==> config.mk <==
export PLATFORM = sky130hd
export DESIGN_NAME = moving_avg_filter
export DESIGN_NICKNAME = d
export VERILOG_FILES = /design/src/rtl/moving_avg_filter.sv
export SDC_FILE = /design/constraint.sdc
export NUM_CORES = 1
export LEC_CHECK = 0
export ABC_AREA = 1
export CELL_PAD_IN_SITES_DETAIL_PLACEMENT = 0
export CELL_PAD_IN_SITES_GLOBAL_PLACEMENT = 1
export CORE_ASPECT_RATIO = 0.8
export CORE_MARGIN = 2
export CORE_UTILIZATION = 40
export DETAILED_ROUTE_END_ITERATION = 8
export HOLD_SLACK_MARGIN = 0.02
export PLACE_DENSITY_LB_ADDON = 0.1
export SLEW_MARGIN = 30
export SYNTH_ARGS = -nofsm -noshare
export SYNTH_HDL_FRONTEND = slang
export SYNTH_SLANG_ARGS = --single-unit
export TNS_END_PERCENT = 50
==> constraint.sdc <==
create_clock -name clk -period 2.52 [get_ports clk]
set_input_delay 0.504 -clock clk [delete_from_list [all_inputs] [get_ports clk]]
set_output_delay 0.504 -clock clk [all_outputs]
set_load 0.02 [all_outputs]
==> src/rtl/moving_avg_filter.sv <==
// moving_avg_filter: signed moving-average smoother over a 2^LOG2_DEPTH window.
//   Accepts one sample per edge while ce=1, keeps a running window sum and
//   emits the registered average one edge after each accept once the window
//   is full. clr flushes all window and output state synchronously.
// Ports:
//   clk, rst_n      clock, asynchronous active-low reset
//   ce              sample qualifier (din accepted when ce=1 and clr=0)
//   clr             synchronous flush, priority over ce
//   din             signed input sample, DATA_W bits
//   dout            signed window average, held between updates
//   dout_valid      one-cycle pulse for each new fully primed dout
//   primed          high once DEPTH samples accepted since reset/clr
// Build option:
//   SMOOTH_ROUND_EN defined   -> round-half-up average
//   SMOOTH_ROUND_EN undefined -> floor (arithmetic shift) average
module moving_avg_filter #(
  parameter int unsigned DATA_W     = 8,
  parameter int unsigned LOG2_DEPTH = 2
) (
  input  logic                     clk,
  input  logic                     rst_n,
  input  logic                     ce,
  input  logic                     clr,
  input  logic signed [DATA_W-1:0] din,
  output logic signed [DATA_W-1:0] dout,
  output logic                     dout_valid,
  output logic                     primed
);

  localparam int unsigned DEPTH  = 1 << LOG2_DEPTH;
  localparam int unsigned SUM_W  = DATA_W + LOG2_DEPTH;
  localparam int unsigned FILL_W = LOG2_DEPTH + 1;

  logic signed [DATA_W-1:0] win_q [DEPTH];
  logic signed [DATA_W-1:0] win_d [DEPTH];
  logic [LOG2_DEPTH-1:0]    wr_ptr_q, wr_ptr_d;
  logic [FILL_W-1:0]        fill_q, fill_d;
  logic signed [SUM_W-1:0]  sum_q, sum_d;
  logic                     primed_q, primed_d;
  logic                     upd_q, upd_d;
  logic signed [DATA_W-1:0] dout_q, dout_d;
  logic                     dout_valid_q, dout_valid_d;
  logic signed [DATA_W-1:0] avg_c;

  // Average of the current window sum; the sum never exceeds DATA_W bits
  // after the shift, so the slice is the full arithmetic-shift result.
`ifdef SMOOTH_ROUND_EN
  localparam int unsigned HALF = 1 << (LOG2_DEPTH - 1);
  logic signed [SUM_W:0] rnd_c;
  logic                  unused_rnd_c;
  assign rnd_c        = (SUM_W+1)'(sum_q) + (SUM_W+1)'(HALF);
  assign avg_c        = rnd_c[LOG2_DEPTH +: DATA_W];
  assign unused_rnd_c = ^{rnd_c[SUM_W], rnd_c[LOG2_DEPTH-1:0]};
`else
  assign avg_c = sum_q[LOG2_DEPTH +: DATA_W];
`endif

  // Next-state: window update on accept, output update one edge later.
  always_comb begin
    win_d        = win_q;
    wr_ptr_d     = wr_ptr_q;
    fill_d       = fill_q;
    sum_d        = sum_q;
    primed_d     = primed_q;
    upd_d        = 1'b0;
    dout_d       = dout_q;
    dout_valid_d = 1'b0;

    if (clr) begin
      // Flush everything; the pending output update is dropped with it.
      for (int i = 0; i < int'(DEPTH); i++) win_d[i] = '0;
      wr_ptr_d = '0;
      fill_d   = '0;
      sum_d    = '0;
      primed_d = 1'b0;
      dout_d   = '0;
    end else begin
      if (upd_q) begin
        dout_d       = avg_c;
        dout_valid_d = 1'b1;
      end
      if (ce) begin
        // Oldest entry is the one being overwritten at wr_ptr.
        sum_d           = sum_q + SUM_W'(din) - SUM_W'(win_q[wr_ptr_q]);
        win_d[wr_ptr_q] = din;
        wr_ptr_d        = wr_ptr_q + LOG2_DEPTH'(1);
        if (fill_q != FILL_W'(DEPTH)) fill_d = fill_q + FILL_W'(1);
        primed_d        = (fill_d == FILL_W'(DEPTH));
        upd_d           = primed_d;
      end
    end
  end

  // State registers.
  always_ff @(posedge clk or negedge rst_n) begin
    if (!rst_n) begin
      win_q        <= '{default: '0};
      wr_ptr_q     <= '0;
      fill_q       <= '0;
      sum_q        <= '0;
      primed_q     <= 1'b0;
      upd_q        <= 1'b0;
      dout_q       <= '0;
      dout_valid_q <= 1'b0;
    end else begin
      win_q        <= win_d;
      wr_ptr_q     <= wr_ptr_d;
      fill_q       <= fill_d;
      sum_q        <= sum_d;
      primed_q     <= primed_d;
      upd_q        <= upd_d;
      dout_q       <= dout_d;
      dout_valid_q <= dout_valid_d;
    end
  end

  assign dout       = dout_q;
  assign dout_valid = dout_valid_q;
  assign primed     = primed_q;

endmodule

==> results_dict.tcl <==
set metrics [dict create \
    worst-path-buf-inv 4 \
    fin_util_pct 54.42 \
    die_w_um 105.8 \
    r2r-end "sum_q[8]$_DFFE_PN0P_" \
    crit_chain "buf_6 -> a21oi_1 -> a32oi_1 -> buf_4 -> fa_1 -> inv_2 -> ha_4 -> inv_2 -> o21bai_1 -> a21oi_2 -> nand2_1 -> nand2_1 -> nand3_1 -> nand2_1" \
    grt_overflow 0 \
    initial_core_util_pct 41.55 \
    hpwl_um 5687 \
    row_count 29 \
    synthCells 394 \
    n_antenna_cell 0 \
    relSlewSlack_pct 49.08 \
    worst_pin_slew_ps 763.7 \
    grt_pass1_wl_um 13710 \
    postSynth.asyncResetShare_pct 100.0 \
    clk_latency_ps 340 \
    clkSinkCount 58 \
    hold_class "in -> async" \
    finalSetupViolations 0 \
    crit_top_cell "nand2_1" \
    path_clk_slew_ps 70 \
    drt_iter0_markers 111 \
    synthFlopType "dfrtp_1" \
    end_kind "flip-flop" \
    synth_edf_count 0 \
    power_frac_seq_pct 25.4 \
    grt_start_max_net_pins 59 \
    r2r-start "wr_ptr_q[0]$_DFFE_PN0P_" \
    numCtsBuffers 9 \
    final-hold-violation-count 0 \
    maxSlewViolCount 0 \
    ir_drop_mv 0.4524 \
    grt_pass1_vias 2696 \
    port_buffers 21 \
    holdBufCountCts 0 \
    fmax_mhz 410.2 \
    final_cell_mix "nand2_1, dfrtp_1, inv_1" \
    final_area_mm2 0.004344 \
    drt-total-wl_um 8266 \
    root_buffer "clkbuf_8" \
    dr_total_vias 2784 \
    rsz0062_at_grt "yes" \
    syn_to_final_growth_pct 30.97 \
    core-area_mm2 0.007983 \
    worstPathMaxFanout 6 \
    p_comb_share_pct 55.1 \
    grtUsageTotal_pct 20.13 \
    antenna_found_initial 0 \
    drt_pre_antenna_iters 4 \
    status "finished, final reports clean" \
    regToRegSetupSlack_ps 80 \
    syn_nets 432 \
    fin_crit_sh_pct 96.74 \
    cpPeakStageDelay_ps 510 \
    cts_tree "built" \
    post_drt_wl_per_cell_um 14.87 \
    crit_path_top_delay_cell "fa_1" \
    avgSynthCellArea_um2 8.419 \
    p_total_uw 4311 \
    clock_path_buffers 2 \
    critPathKind "reg -> reg" \
    final_common_cell "nand2_1" \
    holdWs_ps 312.4 \
    arrival_ps 2670 \
    worstPathRequired_ps 2750 \
    ys_seq_area_share_pct 43.76 \
    synth-seq-cells 58 \
    period_minus_slack_ps 2438 \
    antenna_left 0 \
    synthesis.area_mm2 0.003317 \
    critPathTopFamily "adder cells" \
    drc 0 \
    clkPwrFrac_pct 19.5 \
    p_switching_uw 1704 \
    die_area_mm2 0.009041 \
    p_int_uw 2607 \
    p_per_area_mw_per_mm2 992.3 \
    io_pins 22 \
    critPathLaunchType "flip-flop" \
    gp_congestion 0.7826 \
    p_leak_uw 0.002013 \
    die_y_um 85.45 \
    placed_area_mm2 0.003815 \
    synthDistinctLibCells 31 \
    fin_skew_ps 10.14 \
    max_cap_viol_count 0 \
    reg2reg_depth 14 \
    switching_share_pct 39.53 \
    vias_per_cell 5.007 \
    cts-htree-levels 3 \
    setup-tns-final_ps 0 \
    nets 482 \
    ys_warn_count 0 \
    drive_above_1_share_pct 26.79 \
]
==> power groups by stage <==
stage | Combinational (uW) | Clock [uW] | Sequential [uW]
final | 2380 | 840 | 1090
after global routing | 2680 | 912 | 1110
after detailed placement | 1790 | 0 | 1100
after global placement | 1790 | 0 | 1100
after CTS | 1870 | 873 | 1090
after floorplan | 1230 | 0 | 1100
==> Yosys cell counts, types with 2 or more instances <==
master | n | area share (%)
nand3_1 | 47 | 7.1
buf_4 | 3 | 0.68
o21ai_0 | 53 | 8.0
a21oi_1 | 13 | 2.0
o21ai_1 | 4 | 0.60
buf_2 | 10 | 1.5
nor2_1 | 25 | 2.8
inv_1 | 55 | 6.2
inv_2 | 2 | 0.23
dfrtp_1 | 58 | 44
nand2_1 | 66 | 7.5
nor2_8 | 2 | 1.2
xnor2_1 | 2 | 0.53
fa_1 | 9 | 5.4
o22ai_1 | 12 | 2.3
ha_1 | 17 | 6.4
nand3b_1 | 2 | 0.45
==> metal layers <==
layer | part of all wire [%] | GRT usage [%]
met5 | 0 | 0
met4 | 1.2 | 5.861
met3 | 3.8 | 5.146
met2 | 44 | 29.09
met1 | 51 | 29.81
==> layout make-up <==
cell class	count	area [um^2]
flip-flops and latches	58	1453
multi-input cells	263	1871
inverters	59	224.0
clock inverters	3	40.04
fillers	769	3638
well taps	108	135.1
repair buffers	53	476.7
clock buffers	12	145.1
==> how the worst max path moves through the flow <==
stage	start	slack (ps)	cells past startpoint	end
after global placement	din[1]	-260	11	sum_q[8]$_DFFE_PN0P_
after detailed placement	din[1]	-270	11	sum_q[8]$_DFFE_PN0P_
after global routing	wr_ptr_q[0]$_DFFE_PN0P_	-50	14	sum_q[7]$_DFFE_PN0P_
after CTS	wr_ptr_q[0]$_DFFE_PN0P_	10	14	sum_q[9]$_DFFE_PN0P_
after floorplan	wr_ptr_q[0]$_DFFE_PN0P_	-20	14	sum_q[7]$_DFFE_PN0P_
final	wr_ptr_q[0]$_DFFE_PN0P_	80	14	sum_q[8]$_DFFE_PN0P_
==> logic make-up (layout without fill, tap and decap cells) <==
family	Yosys count	in the layout	share of synthesized area, %
buffers and inverters	73	127	9.280
AO/OA/AOI/OAI	88	88	14.45
flip-flops	58	58	43.76
AND/OR/NAND/NOR	146	146	19.88
adder cells (fa/ha/maj)	26	26	11.84
XOR/XNOR	3	3	0.7923
==> timing repair <==
action | CTS | global route
gates resized for setup | 6 | 85
pin swaps | 1 | 33
endpoints found under the setup margin | 7 | 7
cloned | 0 | 1
setup buffers | 0 | 1
==> flip-flops by register name (all words and copies together) (netlist names) <==
register    flops
primed          1
dout            8
fill_q          3
dout_valid      1
sum_q          10
wr_ptr_q        2
upd_q           1
win_q          32
==> worst register-to-register path, cell delays in order, from the launching register on <==
cell and delay, ps:
dfrtp_2 450, buf_6 160, a21oi_1 120, a32oi_1 70
buf_4 170, fa_1 510, inv_2 50, ha_4 290
inv_2 40, o21bai_1 180, a21oi_2 70, nand2_1 60
nand2_1 50, nand3_1 60, nand2_1 50
==> through the flow <==
stage | worst slack [ps] | std cells
after global placement | -255.7 | 539
after detailed placement | -272.1 | 539
after global routing | -51.40 | 556
after CTS | 14.08 | 554
after floorplan | -21.38 | 394
final | 82.06 | 556
No activity file was read; power rests on OpenSTA's default activity.
